--- src/rtl/hazard_pkg.sv ---
// Shared types and constants for the pipeline stall/flush controller.
package hazard_pkg;

    typedef enum logic [1:0] {
        RUN      = 2'd0,
        MEM_WAIT = 2'd1,
        HALT     = 2'd2
    } hz_state_e;

    localparam logic [4:0]  REG_ZERO        = 5'd0;

    localparam int unsigned CNT_W_DEF       = 16;
    localparam int unsigned MEM_TIMEOUT_DEF = 64;
    localparam int unsigned TO_W_DEF        = 8;

    // Counters stop at the all-ones value of their width and never wrap.
    localparam bit          CNT_SATURATE    = 1'b1;

endpackage

--- src/rtl/sat_counter.sv ---
// Saturating up-counter with synchronous active-high clear.
module sat_counter
    import hazard_pkg::*;
#(
    parameter int unsigned W = CNT_W_DEF
) (
    input  logic         clk,
    input  logic         rst,
    input  logic         inc,
    output logic [W-1:0] count
);

    localparam logic [W-1:0] SAT_MAX = '1;

    logic [W-1:0] count_q;
    logic [W-1:0] count_d;

    always_comb begin
        count_d = count_q;
        if (inc && !(CNT_SATURATE && (count_q == SAT_MAX))) begin
            count_d = count_q + W'(1);
        end
    end

    always_ff @(posedge clk) begin
        if (rst) begin
            count_q <= '0;
        end else begin
            count_q <= count_d;
        end
    end

    assign count = count_q;

endmodule

--- src/rtl/pipeline_hazard_ctrl.sv ---
// Stall/flush controller for the 5-stage pipeline: load-use bubbles,
// taken-branch flushes and multi-cycle data-memory waits with timeout.
module pipeline_hazard_ctrl
    import hazard_pkg::*;
#(
    parameter int unsigned CNT_W       = CNT_W_DEF,
    parameter int unsigned MEM_TIMEOUT = MEM_TIMEOUT_DEF,
    parameter int unsigned TO_W        = TO_W_DEF
) (
    input  logic             clk,
    input  logic             rst,
    input  logic [4:0]       rs1_ID,
    input  logic [4:0]       rs2_ID,
    input  logic             uses_rs2_ID,
    input  logic [4:0]       rd_EX,
    input  logic             MemRead_EX,
    input  logic             branch_taken_EX,
    input  logic             mem_req_MEM,
    input  logic             mem_ready,
    output logic             PCWrite,
    output logic             IFID_Write,
    output logic             IFID_Flush,
    output logic             IDEX_Write,
    output logic             IDEX_Flush,
    output logic             EXMEM_Write,
    output logic             halted,
    output logic [CNT_W-1:0] stall_cycles,
    output logic [CNT_W-1:0] flush_events
);

    localparam logic [TO_W-1:0] TIMEOUT = TO_W'(MEM_TIMEOUT);

    hz_state_e       state_q;
    hz_state_e       state_d;
    logic [TO_W-1:0] tcnt_q;
    logic [TO_W-1:0] tcnt_d;
    logic            halted_q;
    logic            halted_d;

    logic            load_use;
    logic            mem_stall;
    logic            stall_inc;
    logic            flush_inc;

    always_comb begin
        load_use  = MemRead_EX && (rd_EX != REG_ZERO) &&
                    ((rd_EX == rs1_ID) || (uses_rs2_ID && (rd_EX == rs2_ID)));
        mem_stall = mem_req_MEM && !mem_ready;
    end

    // Next state and Mealy controls; a MEM_WAIT cycle without a stall behaves as RUN.
    always_comb begin
        state_d     = state_q;
        tcnt_d      = tcnt_q;
        halted_d    = halted_q;
        PCWrite     = 1'b1;
        IFID_Write  = 1'b1;
        IFID_Flush  = 1'b0;
        IDEX_Write  = 1'b1;
        IDEX_Flush  = 1'b0;
        EXMEM_Write = 1'b1;

        if (!rst) begin
            case (state_q)
                RUN, MEM_WAIT: begin
                    if (mem_stall) begin
                        PCWrite     = 1'b0;
                        IFID_Write  = 1'b0;
                        IDEX_Write  = 1'b0;
                        EXMEM_Write = 1'b0;
                        if (state_q == RUN) begin
                            state_d = MEM_WAIT;
                            tcnt_d  = TO_W'(1);
                        end else if (tcnt_q == TIMEOUT) begin
                            state_d  = HALT;
                            halted_d = 1'b1;
                        end else begin
                            tcnt_d = tcnt_q + TO_W'(1);
                        end
                    end else begin
                        state_d = RUN;
                        if (branch_taken_EX) begin
                            IFID_Flush = 1'b1;
                            IDEX_Flush = 1'b1;
                        end else if (load_use) begin
                            PCWrite    = 1'b0;
                            IFID_Write = 1'b0;
                            IDEX_Flush = 1'b1;
                        end
                    end
                end
                HALT: begin
                    PCWrite     = 1'b0;
                    IFID_Write  = 1'b0;
                    IDEX_Write  = 1'b0;
                    EXMEM_Write = 1'b0;
                end
                default: begin
                    state_d = RUN;
                end
            endcase
        end
    end

    always_ff @(posedge clk) begin
        if (rst) begin
            state_q  <= RUN;
            tcnt_q   <= '0;
            halted_q <= 1'b0;
        end else begin
            state_q  <= state_d;
            tcnt_q   <= tcnt_d;
            halted_q <= halted_d;
        end
    end

    assign halted = halted_q;

    // Only a taken branch raises IFID_Flush, so it doubles as the flush event.
    always_comb begin
        stall_inc = !rst && !PCWrite;
        flush_inc = !rst && IFID_Flush;
    end

    sat_counter #(.W(CNT_W)) u_stall_cnt (
        .clk   (clk),
        .rst   (rst),
        .inc   (stall_inc),
        .count (stall_cycles)
    );

    sat_counter #(.W(CNT_W)) u_flush_cnt (
        .clk   (clk),
        .rst   (rst),
        .inc   (flush_inc),
        .count (flush_events)
    );

endmodule
--- config.mk ---
export PLATFORM = sky130hd
export DESIGN_NAME = pipeline_hazard_ctrl
export DESIGN_NICKNAME = d
export VERILOG_FILES = /design/src/rtl/hazard_pkg.sv /design/src/rtl/sat_counter.sv /design/src/rtl/pipeline_hazard_ctrl.sv
export SDC_FILE = /design/constraint.sdc
export NUM_CORES = 1
export LEC_CHECK = 0
export BUFFER_PORTS_ARGS = -buffer_cell sky130_fd_sc_hd__buf_2
export CAP_MARGIN = 10
export CORE_ASPECT_RATIO = 0.7
export CORE_UTILIZATION = 30
export CTS_CLUSTER_SIZE = 8
export DETAILED_ROUTE_END_ITERATION = 10
export PLACE_DENSITY_LB_ADDON = 0.3
export SETUP_SLACK_MARGIN = 0.02
export SYNTH_ARGS = -nofsm -noshare
export SYNTH_HDL_FRONTEND = slang
export SYNTH_SLANG_ARGS = --single-unit
--- constraint.sdc ---
create_clock -name clk -period 2.9 [get_ports clk]
set_input_delay 0.58 -clock clk [delete_from_list [all_inputs] [get_ports clk]]
set_output_delay 0.58 -clock clk [all_outputs]
set_load 0.05 [all_outputs]
==> results of run 1 <==
-- where the power goes --
part           leakage (nW)  switching, mW  total [mW]  internal, mW
combinational         0.746         0.0724       0.109        0.0365
sequential            0.347        0.00609       0.600         0.594
clock                0.0654          0.209       0.553         0.344
-- critical path: cells and delay by family --
family,cells,cell delay (ns)
AOI/OAI and AO/OA,2,0.25
buffers and inverters,4,0.80
and+or+nand+nor,1,0.51
-- registers in the layout, summed over array words and instances, names as in the netlist --
| register | flops |
|---|---|
| u_flush_cnt.count | 16 |
| halted | 1 |
| state_q | 2 |
| u_stall_cnt.count | 16 |
| tcnt_q | 8 |
-- stage by stage --
stage | util (%) | hold slack [ns]
3_3_place_gp | 36.6 | 0.443
5_1_grt | 38.4 | 0.496
3_5_place_dp | 36.6 | 0.446
6_report | 38.4 | 0.460
2_1_floorplan | - | 0.453
4_1_cts | 38.4 | 0.462
-- placed cells by master (no fill, tap or decap), types with 3 or more instances in the layout --
cell and instances:
buf_4 5, nand2_1 18, nand2b_1 4, o311ai_1 3
nor2_1 34, nor2b_1 4, o31ai_1 5, ha_1 4
nor4_1 5, o21ai_0 5, xnor2_1 5, and3_1 5
dfxtp_1 43, a21oi_1 13, nand3_1 12, nor3_1 4
mux2_1 3, or3_1 4, clkbuf_8 5, xor2_1 24
buf_2 60, or4_1 8, inv_1 9, nand4_1 13
-- per-layer routing --
layer / up-vias / routed length (um) / global-route usage [%]
met5: - / 0 / 0
met4: 0 / 62 / 5.25
met3: 9 / 248 / 3.51
met2: 46 / 2100 / 19.1
met1: 987 / 2810 / 20.3
li1: 1083 / - / -
-- timing repair --
item / in CTS / in global routing
hold buffers: 0 / 0
buffers inserted: 0 / 0
setup endpoints to repair: 0 / 2
gates resized for setup: 0 / 2
-- kinds of logic (layout without fill, tap and decap cells) --
logic type               after synthesis  in the layout  share of synthesized area (%)
AND/OR/NAND/NOR                      122            122                           28.3
flip-flops                            43             43                           38.1
AO/OA/AOI/OAI                         42             42                           14.1
XOR/XNOR                              29             29                           11.3
buffers and inverters                 20             83                           4.05
adder cells (fa/ha/maj)                4              4                           2.22
multiplexers                           4              4                           1.94
-- how the worst min path moves through the flow --
stage                      startpoint                     end  slack (ns)
2_1_floorplan  tcnt_q[7]$_SDFFE_PP0P_  tcnt_q[7]$_SDFFE_PP0P_        0.45
3_3_place_gp      halted$_SDFFE_PP0P_     halted$_SDFFE_PP0P_        0.44
3_5_place_dp      halted$_SDFFE_PP0P_     halted$_SDFFE_PP0P_        0.45
4_1_cts           halted$_SDFFE_PP0P_     halted$_SDFFE_PP0P_        0.46
5_1_grt           halted$_SDFFE_PP0P_     halted$_SDFFE_PP0P_        0.50
6_report          halted$_SDFFE_PP0P_     halted$_SDFFE_PP0P_        0.46
-- cell type report --
type                            count  area, sq um  share of cell area (%)
Inverter                           10         40.0                    1.43
Clock inverter                      2         60.1                    2.14
Multi-Input combinational cell    201         1310                    46.7
Sequential cell                    43          861                    30.7
Timing Repair Buffer               65          338                    12.1
Tap cell                           98          123                    4.38
Clock buffer                        6         72.6                    2.59
==> Flow_metrics.wiki, run 1 <==
{| class="wikitable"
! Metric !! Value
|-
| Setup TNS || 0 ns
|-
| Clock tree from TritonCTS || done
|-
| Die area || 7880 sq um
|-
| WS Path Type || in2out
|-
| Combined area of all synthesized cells || 2260 sq um
|-
| Fraction of post-synthesis cell area in the top cell type by area || 38.1%
|-
| Global-route usage over all layers || 13.8%
|-
| Setup repair after global routing missed its margin || no
|-
| Minimum clock period || 2.74 ns
|-
| Cell types with the highest counts after synthesis || 43 x dfxtp_1, 34 x nor2_1, 24 x xor2_1, 19 x nand2_1
|-
| Clock Latency Late Sink || 0.30 ns
|-
| Data required, critical path || 2.32 ns
|-
| Vias in the first global route || 1,834
|-
| Share of flip-flops with an asynchronous set or reset || 0%
|-
| Worst vdd rail ir drop || 0.230 mV
|-
| Clock slew at reported path FFs || 0.08 ns
|-
| Share of layout cells above drive strength 1 || 24.8%
|-
| Wire length of the first global-routing pass || 8660 um
|-
| Sequential fraction of the synthesis area || 38.1%
|-
| Avg WL per Cell || 12.3 um
|-
| Effective utilization at floorplan || 31.0%
|-
| Final cell area excluding filler cells || 2800 sq um
|-
| Internal reg-to-reg setup slack || 0.75 ns
|-
| Period Utilization, post-route || 94.3%
|-
| Final number of hold-violating endpoints || 0
|-
| Worst Skew || 0.0141 ns
|-
| Worst Hold Class || reg2reg
|-
| Synth warnings || 0
|-
| CP endpoint kind || output port
|-
| DRT antenna net count || 0
|-
| Post-synth top area cell || dfxtp_1
|-
| Critical Path Slowest Stage Cell || or4_1
|-
| Number of antenna violations at the first check in global routing || 0
|-
| Beginning of the worst register-to-register path || u_stall_cnt.count[0]$_SDFFE_PP0P_
|-
| Total clock sinks || 43
|-
| Outcome || finished, final reports clean
|-
| Delay contributed by the slowest stage of the critical path || 0.51 ns
|-
| Die Span Y || 74.6 um
|-
| Avg Cell Area, Syn || 8.55 sq um
|-
| Total Power || 1.26 mW
|-
| Top cells by area in the synthesized netlist || dfxtp_1 38%, xor2_1 9.3%, nor2_1 5.7%
|-
| PortBufs || 60
|-
| Largest buffer count on any clock path || 2
|-
| Signed area change from the synthesized netlist to the final layout || 24.1%
|-
| CP cell instances || buf_2 -> or4_1 -> o21ai_0 -> buf_4 -> o31ai_4 -> inv_4 -> buf_2
|-
| Maximum achievable frequency || 0.366 GHz
|-
| Cells on Worst Hold Path || 2
|-
| Post-Layout Cell Count || 425
|-
| Max-cap violation count || 0
|-
| Leak pwr || 1.16 nW
|-
| Post-Synthesis Net Count || 290
|-
| Num CTS Buffers || 5
|-
| Core Box Area || 7290 sq um
|-
| Number of placement rows || 26
|-
| Overall routed net length || 5230 um
|-
| 1st-pass router iterations || 4
|-
| Destination of the worst register-to-register timing path || u_stall_cnt.count[13]$_SDFFE_PP0P_
|-
| Count of unresolved DRC violations after routing || 0
|-
| Top-count cell post-synth || dfxtp_1
|-
| CP endpoint || IFID_Write
|-
| Worst slack after detailed placement || 0.0534 ns
|-
| Worst-case headroom to the max-slew limit || 49.9%
|-
| Fin nets || 352
|-
| Number of top-level design ports || 61
|-
| Placed cell areas || 2670 sq um
|-
| Data arrival time of the critical path || 2.16 ns
|-
| Filler Cells Inserted || 764
|-
| Slew at the pin with the worst max-slew slack || 0.750 ns
|-
| Total power divided by cell area || 451 nW/um^2
|-
| Diode insertion count for antenna repair || 0
|-
| Dominant register cell in the synthesized netlist || dfxtp_1
|-
| FF+latch count, synth || 43
|-
| Inst Count DP || 417
|-
| Setup Viol. Count Final || 0
|-
| H-tree depth || 2
|-
| Detailed placement HPWL || 3850 um
|-
| Top fanout value on the critical path || 27
|-
| Clock root buffer master || clkbuf_8
|-
| Leftover overflow at the end of global routing || 0
|-
| Routability cong. || 0.806
|-
| Via total after detailed routing || 2,125
|-
| Critical path startpoint category || input port
|-
| Die extent in x || 106 um
|-
| Number of synthesized flops with an enable pin || 0
|-
| Largest net degree at the start of global routing || 28
|-
| Post-Syn Instances || 264
|-
| Detailed router's first-iteration violation count || 133
|-
| Count of unique library cells instantiated by Yosys || 48
|-
| Most numerous cell on the critical path || buf_2
|-
| Per-cell via count in the routed design || 5.00
|-
| Final count of pins violating max slew || 0
|-
| Depth of the worst register-to-register path || 7
|-
| Critical path startpoint || rd_EX[1]
|-
| Smallest setup slack after layout || 0.165 ns
|}
Power figures use the tool's default switching activity.
==> inputs of run 2 (changes only) <==
--- a/config.mk
+++ b/config.mk
@@ -5,12 +5,12 @@
 export SDC_FILE = /design/constraint.sdc
 export NUM_CORES = 1
 export LEC_CHECK = 0
-export BUFFER_PORTS_ARGS = -buffer_cell sky130_fd_sc_hd__buf_2
 export CAP_MARGIN = 10
 export CORE_ASPECT_RATIO = 0.7
 export CORE_UTILIZATION = 30
 export CTS_CLUSTER_SIZE = 8
 export DETAILED_ROUTE_END_ITERATION = 10
+export DONT_BUFFER_PORTS = 1
 export PLACE_DENSITY_LB_ADDON = 0.3
 export SETUP_SLACK_MARGIN = 0.02
 export SYNTH_ARGS = -nofsm -noshare
==> run 2 against run 1 <==
Die area unchanged. Largest cell class unchanged. Non-clock buffer count decreased by 43. Worst setup slack improved by 0.017 ns. Critical endpoint unchanged. Total power decreased by 2.0%. Sequential power about the same. Via count decreased by 8.7%. Final cell count decreased by 10%. Global-route usage decreased by 0.33 points. Routed wire length increased by 0.63%. Register-to-register slack got worse by 0.12 ns. First-iteration DRC count decreased by 51%. Clock power about the same.
==> Flow_metrics.wiki, run 2 (synthesis gave the netlist of run 1 again) <==
{| class="wikitable"
! Metric !! Value
|-
| Outcome || finished, final reports clean
|-
| Diode insertion count for antenna repair || 0
|-
| Top fanout value on the critical path || 18
|-
| Per-cell via count in the routed design || 5.08
|-
| Period Utilization, post-route || 93.7%
|-
| Avg WL per Cell || 13.8 um
|-
| Worst vdd rail ir drop || 0.209 mV
|-
| Core Box Area || 7290 sq um
|-
| Placed cell areas || 2510 sq um
|-
| Maximum achievable frequency || 0.368 GHz
|-
| DRT antenna net count || 0
|-
| Number of buffers added for setup after CTS || 0
|-
| Global-route usage over all layers || 13.5%
|-
| Die extent in x || 106 um
|-
| Final cell area excluding filler cells || 2640 sq um
|-
| Worst slack after detailed placement || 0.206 ns
|-
| Critical Path Slowest Stage Cell || or4_1
|-
| Post-cts hold buffer count || 0
|-
| H-tree depth || 2
|-
| Overall routed net length || 5260 um
|-
| CP cell instances || or4_1 -> o21ai_0 -> o31ai_4 -> inv_2 -> buf_12
|-
| Vias in the first global route || 1,644
|-
| Fin nets || 309
|-
| Worst Skew || 0.00998 ns
|-
| Depth of the worst register-to-register path || 6
|-
| Clock root buffer master || clkbuf_8
|-
| Count of unresolved DRC violations after routing || 0
|-
| Post-Layout Cell Count || 382
|-
| Final count of pins violating max slew || 0
|-
| Worst Hold Class || in2reg
|-
| Leak pwr || 0.967 nW
|-
| Largest buffer count on any clock path || 2
|-
| Clock Latency Late Sink || 0.30 ns
|-
| Clock tree from TritonCTS || done
|-
| Detailed placement HPWL || 3890 um
|-
| Die area || 7880 sq um
|-
| Detailed router's first-iteration violation count || 65
|-
| Largest net degree at the start of global routing || 40
|-
| Most common cell after layout, fill and taps aside || dfxtp_1
|-
| End-of-flow core utilization || 36.2%
|-
| Slew at the pin with the worst max-slew slack || 0.710 ns
|-
| Data arrival time of the critical path || 2.14 ns
|-
| Number of antenna violations at the first check in global routing || 0
|-
| Internal reg-to-reg setup slack || 0.63 ns
|-
| Via total after detailed routing || 1,941
|-
| Setup Viol. Count Final || 0
|-
| Leading cell types in the layout, fill and taps excluded || 43 x dfxtp_1, 34 x nor2_1, 24 x xor2_1, 21 x buf_4, 18 x nand2_1
|-
| Worst-case headroom to the max-slew limit || 52.6%
|-
| Total Power || 1.24 mW
|-
| Minimum clock period || 2.72 ns
|-
| Signed area change from the synthesized netlist to the final layout || 16.9%
|-
| Delay contributed by the slowest stage of the critical path || 0.50 ns
|-
| Number of placement rows || 26
|-
| Hold_ws || 0.344 ns
|-
| Max-cap violation count || 0
|-
| CP endpoint kind || output port
|-
| Setup TNS || 0 ns
|-
| Die Span Y || 74.6 um
|-
| Number of top-level design ports || 61
|-
| Inst Count DP || 374
|-
| Num CTS Buffers || 5
|-
| Leftover overflow at the end of global routing || 0
|-
| Share of layout cells above drive strength 1 || 13.4%
|-
| Data required, critical path || 2.32 ns
|-
| Filler Cells Inserted || 764
|-
| Total clock sinks || 43
|-
| Final number of hold-violating endpoints || 0
|-
| Smallest setup slack after layout || 0.182 ns
|-
| Wire length of the first global-routing pass || 8260 um
|-
| Post-cts repair resize count || 0
|-
| Total power divided by cell area || 469 nW/um^2
|-
| Critical path startpoint category || input port
|-
| Routability cong. || 0.755
|-
| 1st-pass router iterations || 4
|-
| Cells on Worst Hold Path || 1
|-
| WS Path Type || in2out
|-
| Clock slew at reported path FFs || 0.09 ns
|-
| PortBufs || 0
|-
| Effective utilization at floorplan || 31.0%
|-
| Setup repair after global routing missed its margin || no
|}
## run 2: cell types whose count changed in the layout (fill, tap and decap cells not counted)
| cell | change |
|---|---|
| inv_4 | -1 |
| inv_2 | +1 |
| buf_12 | +1 |
| buf_2 | -60 |
| buf_4 | +16 |
## run 2: power breakdown
group / leakage, nW / switching [mW] / internal [mW]
Clock: 0.0654 / 0.211 / 0.344
Sequential: 0.347 / 0.00343 / 0.594
Combinational: 0.555 / 0.0566 / 0.0271
Total: 0.967 / 0.271 / 0.966
## run 2: final cells by class
cell class / instances / area (sq um) / area share (%)
clock inverter: 2 / 60.1 / 2.28
multi-input combinational: 201 / 1310 / 49.5
sequential: 43 / 861 / 32.6
inverter: 10 / 37.5 / 1.42
timing repair buffer: 22 / 178 / 6.73
clock buffer: 6 / 72.6 / 2.75
tap: 98 / 123 / 4.65
## run 2: worst max-delay path, delay by kind of cell
| family | cells | cell delay [ns] |
|---|---|---|
| AND/OR/NAND/NOR | 1 | 0.50 |
| buffers and inverters | 2 | 0.52 |
| AO/OA/AOI/OAI | 2 | 0.53 |
## run 2: worst paths after layout
check / startpoint / endpoint
max: rd_EX[1] / IFID_Write
min: rst / u_stall_cnt.count[1]$_SDFFE_PP0P_
max reg2reg: u_flush_cnt.count[9]$_SDFFE_PP0P_ / u_flush_cnt.count[11]$_SDFFE_PP0P_
min reg2reg: tcnt_q[7]$_SDFFE_PP0P_ / tcnt_q[7]$_SDFFE_PP0P_
## run 2: layer usage
metal | up-vias | track usage, % | part of all wire [%]
met1 | 895 | 18.5 | 51
met5 | - | 0 | 0
met2 | 44 | 18.2 | 40
met3 | 9 | 6.31 | 8.4
met4 | 0 | 4.94 | 1.1
li1 | 993 | - | -
==> inputs of run 3 (changes only) <==
--- a/config.mk
+++ b/config.mk
@@ -15,4 +15,5 @@
 export SETUP_SLACK_MARGIN = 0.02
 export SYNTH_ARGS = -nofsm -noshare
 export SYNTH_HDL_FRONTEND = slang
+export SYNTH_HIERARCHICAL = 1
 export SYNTH_SLANG_ARGS = --single-unit
==> constraint.sdc (replaced) <==
create_clock -name clk -period 3 [get_ports clk]
set_input_delay 0.6 -clock clk [delete_from_list [all_inputs] [get_ports clk]]
set_output_delay 0.6 -clock clk [all_outputs]
set_load 0.05 [all_outputs]
==> run 3 against run 2 <==
Worst setup slack better by 0.17 ns. Design area is 7.1% higher. Clock power is 3% lower. Total power is 2.8% lower. Final cell count is 5.0% higher. Synthesized area is 6.5% higher. Sequential share of layout area is 2.2 points lower. Non-clock buffer count is 7 higher. Sequential cell count stayed put. Clock-buffer cell count is 1 lower. Sequential power is 3% lower. Global-route usage is 1.6 points higher. Critical path type is now in2reg. Highest routed layer unchanged.
==> Flow_metrics.wiki, run 3 <==
{| class="wikitable"
! Metric !! Value
|-
| Post-Syn Instances || 275
|-
| Number of placement rows || 26
|-
| Signed area change from the synthesized netlist to the final layout || 17.5%
|-
| Post-cts repair resize count || 0
|-
| Data arrival time of the critical path || 2.84 ns
|-
| Clock Latency Late Sink || 0.29 ns
|-
| Filler Cells Inserted || 776
|-
| Setup repair after global routing missed its margin || no
|-
| Wire length of the first global-routing pass || 9920 um
|-
| Setup TNS || 0 ns
|-
| Dominant delay contributor by cell family on the critical path || compound AO/OA/AOI/OAI gates
|-
| Placed cell areas || 2690 sq um
|-
| Avg WL per Cell || 14.4 um
|-
| Share of flip-flops with an asynchronous set or reset || 0%
|-
| Sequential fraction of the synthesis area || 35.8%
|-
| Total clock sinks || 43
|-
| Final number of hold-violating endpoints || 0
|-
| H-tree depth || 2
|-
| Cells on Worst Hold Path || 1
|-
| Vias in the first global route || 2,069
|-
| Die area || 8380 sq um
|-
| Outcome || finished, final reports clean
|-
| Cell types with the highest counts after synthesis || 43 x dfxtp_1, 29 x nor2_1, 18 x nand2_1, 17 x xor2_1, 14 x nand3_1
|-
| Delay contributed by the slowest stage of the critical path || 0.57 ns
|-
| Detailed placement HPWL || 4240 um
|-
| Worst Hold Class || in2reg
|-
| Slew at the pin with the worst max-slew slack || 0.704 ns
|-
| Routability cong. || 0.740
|-
| Depth of the worst register-to-register path || 8
|-
| Avg Cell Area, Syn || 8.74 sq um
|-
| Effective utilization at floorplan || 32.0%
|-
| Total power divided by cell area || 425 nW/um^2
|-
| DRT antenna net count || 0
|-
| Setup Viol. Count Final || 0
|-
| Overall routed net length || 5760 um
|-
| Top fanout value on the critical path || 3
|-
| Most common cell after layout, fill and taps aside || dfxtp_1
|-
| Worst-case hold path end point || halted$_SDFFE_PP0P_
|-
| Count of unresolved DRC violations after routing || 0
|-
| Die extent in x || 109 um
|-
| FF+latch count, synth || 43
|-
| Post-Synthesis Net Count || 301
|-
| Number of antenna violations at the first check in global routing || 0
|-
| Minimum clock period || 2.65 ns
|-
| Fin nets || 328
|-
| Internal reg-to-reg setup slack || 0.68 ns
|-
| Max-cap violation count || 0
|-
| Clock slew at reported path FFs || 0.06 ns
|-
| Number of synthesized flops with an enable pin || 0
|-
| Post-synth top area cell || dfxtp_1
|-
| PortBufs || 0
|-
| Top-count cell post-synth || dfxtp_1
|-
| Core Box Area || 7510 sq um
|-
| Top cells by area in the synthesized netlist || dfxtp_1 36%, xor2_1 6.2%, nor2_1 4.5%
|-
| Post-cts hold buffer count || 0
|-
| Final count of pins violating max slew || 0
|-
| Dominant register cell in the synthesized netlist || dfxtp_1
|-
| Combined area of all synthesized cells || 2400 sq um
|-
| Critical path startpoint category || input port
|-
| Leftover overflow at the end of global routing || 0
|-
| Critical Path Slowest Stage Cell || a2111oi_0
|-
| Largest net degree at the start of global routing || 46
|-
| Detailed router's first-iteration violation count || 88
|-
| 1st-pass router iterations || 4
|-
| Worst vdd rail ir drop || 0.196 mV
|-
| CP endpoint kind || flop
|-
| Count of unique library cells instantiated by Yosys || 51
|-
| Largest buffer count on any clock path || 2
|-
| Worst Skew || 0.00211 ns
|-
| Synth warnings || 6
|-
| Period Utilization, post-route || 88.4%
|-
| Combined buffer and inverter count along the critical path || 1
|-
| Origin of the worst min-delay path || rst
|-
| WS Path Type || in2reg
|-
| Number of top-level design ports || 61
|-
| Maximum achievable frequency || 0.377 GHz
|-
| Fraction of post-synthesis cell area in the top cell type by area || 35.8%
|-
| Destination of the worst register-to-register timing path || u_stall_cnt/count[10]$_SDFFE_PP0P_
|-
| Data required, critical path || 3.19 ns
|-
| Global-route usage over all layers || 15.1%
|-
| Per-cell via count in the routed design || 5.35
|-
| Clock root buffer master || clkbuf_16
|-
| Share of layout cells above drive strength 1 || 19.1%
|-
| Num CTS Buffers || 5
|-
| CP cell instances || xor2_1 -> nor4_1 -> a32oi_1 -> o31ai_2 -> nand4_1 -> a2111oi_0 -> buf_4 -> xnor2_1 -> nor2_1
|-
| Leak pwr || 0.984 nW
|-
| Beginning of the worst register-to-register path || state_q[1]$_SDFFE_PP0P_
|-
| Leading cell types in the layout, fill and taps excluded || 43 x dfxtp_1, 29 x nor2_1, 28 x buf_4, 18 x nand2_1, 17 x xor2_1
|-
| Final cell area excluding filler cells || 2830 sq um
|-
| Via total after detailed routing || 2,146
|-
| Number of buffers added for setup after CTS || 0
|-
| Worst-case headroom to the max-slew limit || 53.0%
|-
| Diode insertion count for antenna repair || 0
|-
| Clock tree from TritonCTS || done
|-
| Die Span Y || 76.9 um
|}
-- run 3: cell types whose count changed in the layout (fill, tap and decap cells not counted), sizes merged, moves of 4 or more --
| cell | change |
|---|---|
| o211ai | +4 |
| and4 | +4 |
| nor3 | +4 |
| nor2 | -5 |
| buf | +7 |
| xor2 | -7 |
-- run 3: per-stage QoR --
| stage | hold WS (ns) | worst slack [ns] | total power [mW] | cells | utilization (%) |
|---|---|---|---|---|---|
| final | 0.372 | 0.349 | 1.20 | 401 | 37.6 |
| after global routing | 0.364 | 0.115 | 1.25 | 401 | 37.6 |
| after detailed placement | 0.515 | 0.0905 | 0.677 | 393 | 35.7 |
| after CTS | 0.362 | 0.398 | 1.22 | 401 | 37.6 |
| after floorplan | 0.479 | 0.148 | 0.668 | 275 | - |
| after global placement | 0.506 | 0.156 | 0.677 | 393 | 35.7 |
-- run 3: kinds of logic after synthesis --
group                      after synthesis  share of synthesized area [%]
and+or+nand+nor                        130                           30.7
xor gates and xnor gates                22                           8.01
AOI/OAI and AO/OA                       52                           15.6
adders and majority gates                4                           2.08
buffers and inverters                   16                           4.27
DFF                                     43                           35.8
muxes                                    8                           3.54
-- run 3: worst max-delay path by stage --
| stage | start | to | slack [ns] | depth (start not counted) |
|---|---|---|---|---|
| after floorplan | rd_EX[3] | u_stall_cnt/count[15]$_SDFFE_PP0P_ | 0.15 | 9 |
| after global placement | rd_EX[3] | u_stall_cnt/count[9]$_SDFFE_PP0P_ | 0.16 | 9 |
| after detailed placement | rd_EX[3] | u_stall_cnt/count[9]$_SDFFE_PP0P_ | 0.09 | 9 |
| after CTS | rd_EX[3] | u_stall_cnt/count[10]$_SDFFE_PP0P_ | 0.40 | 9 |
| after global routing | rd_EX[3] | u_stall_cnt/count[9]$_SDFFE_PP0P_ | 0.12 | 9 |
| final | rd_EX[3] | u_stall_cnt/count[10]$_SDFFE_PP0P_ | 0.35 | 9 |
-- run 3: where the power goes --
part	total [mW]	switching (mW)	internal, mW
logic	0.0851	0.0533	0.0317
clock network	0.537	0.233	0.304
registers	0.580	0.00439	0.575
total	1.20	0.291	0.911
-- run 3: per-layer routing --
metal,part of all wire (%),GRT usage [%],vias to the layer above
met5,0,0,-
met2,40,19.7,53
met3,8.6,5.87,9
met4,1.9,6.76,0
met1,50,21.3,997
li1,-,-,1087
-- run 3: final cells by class --
class	instances	area [sq um]	area share, %
clock inverters	3	15.0	0.531
inverters	7	26.3	0.930
repair buffers	29	230	8.15
well taps	98	123	4.34
flip-flops and latches	43	861	30.5
multi-input cells	216	1450	51.2
clock buffers	5	125	4.43
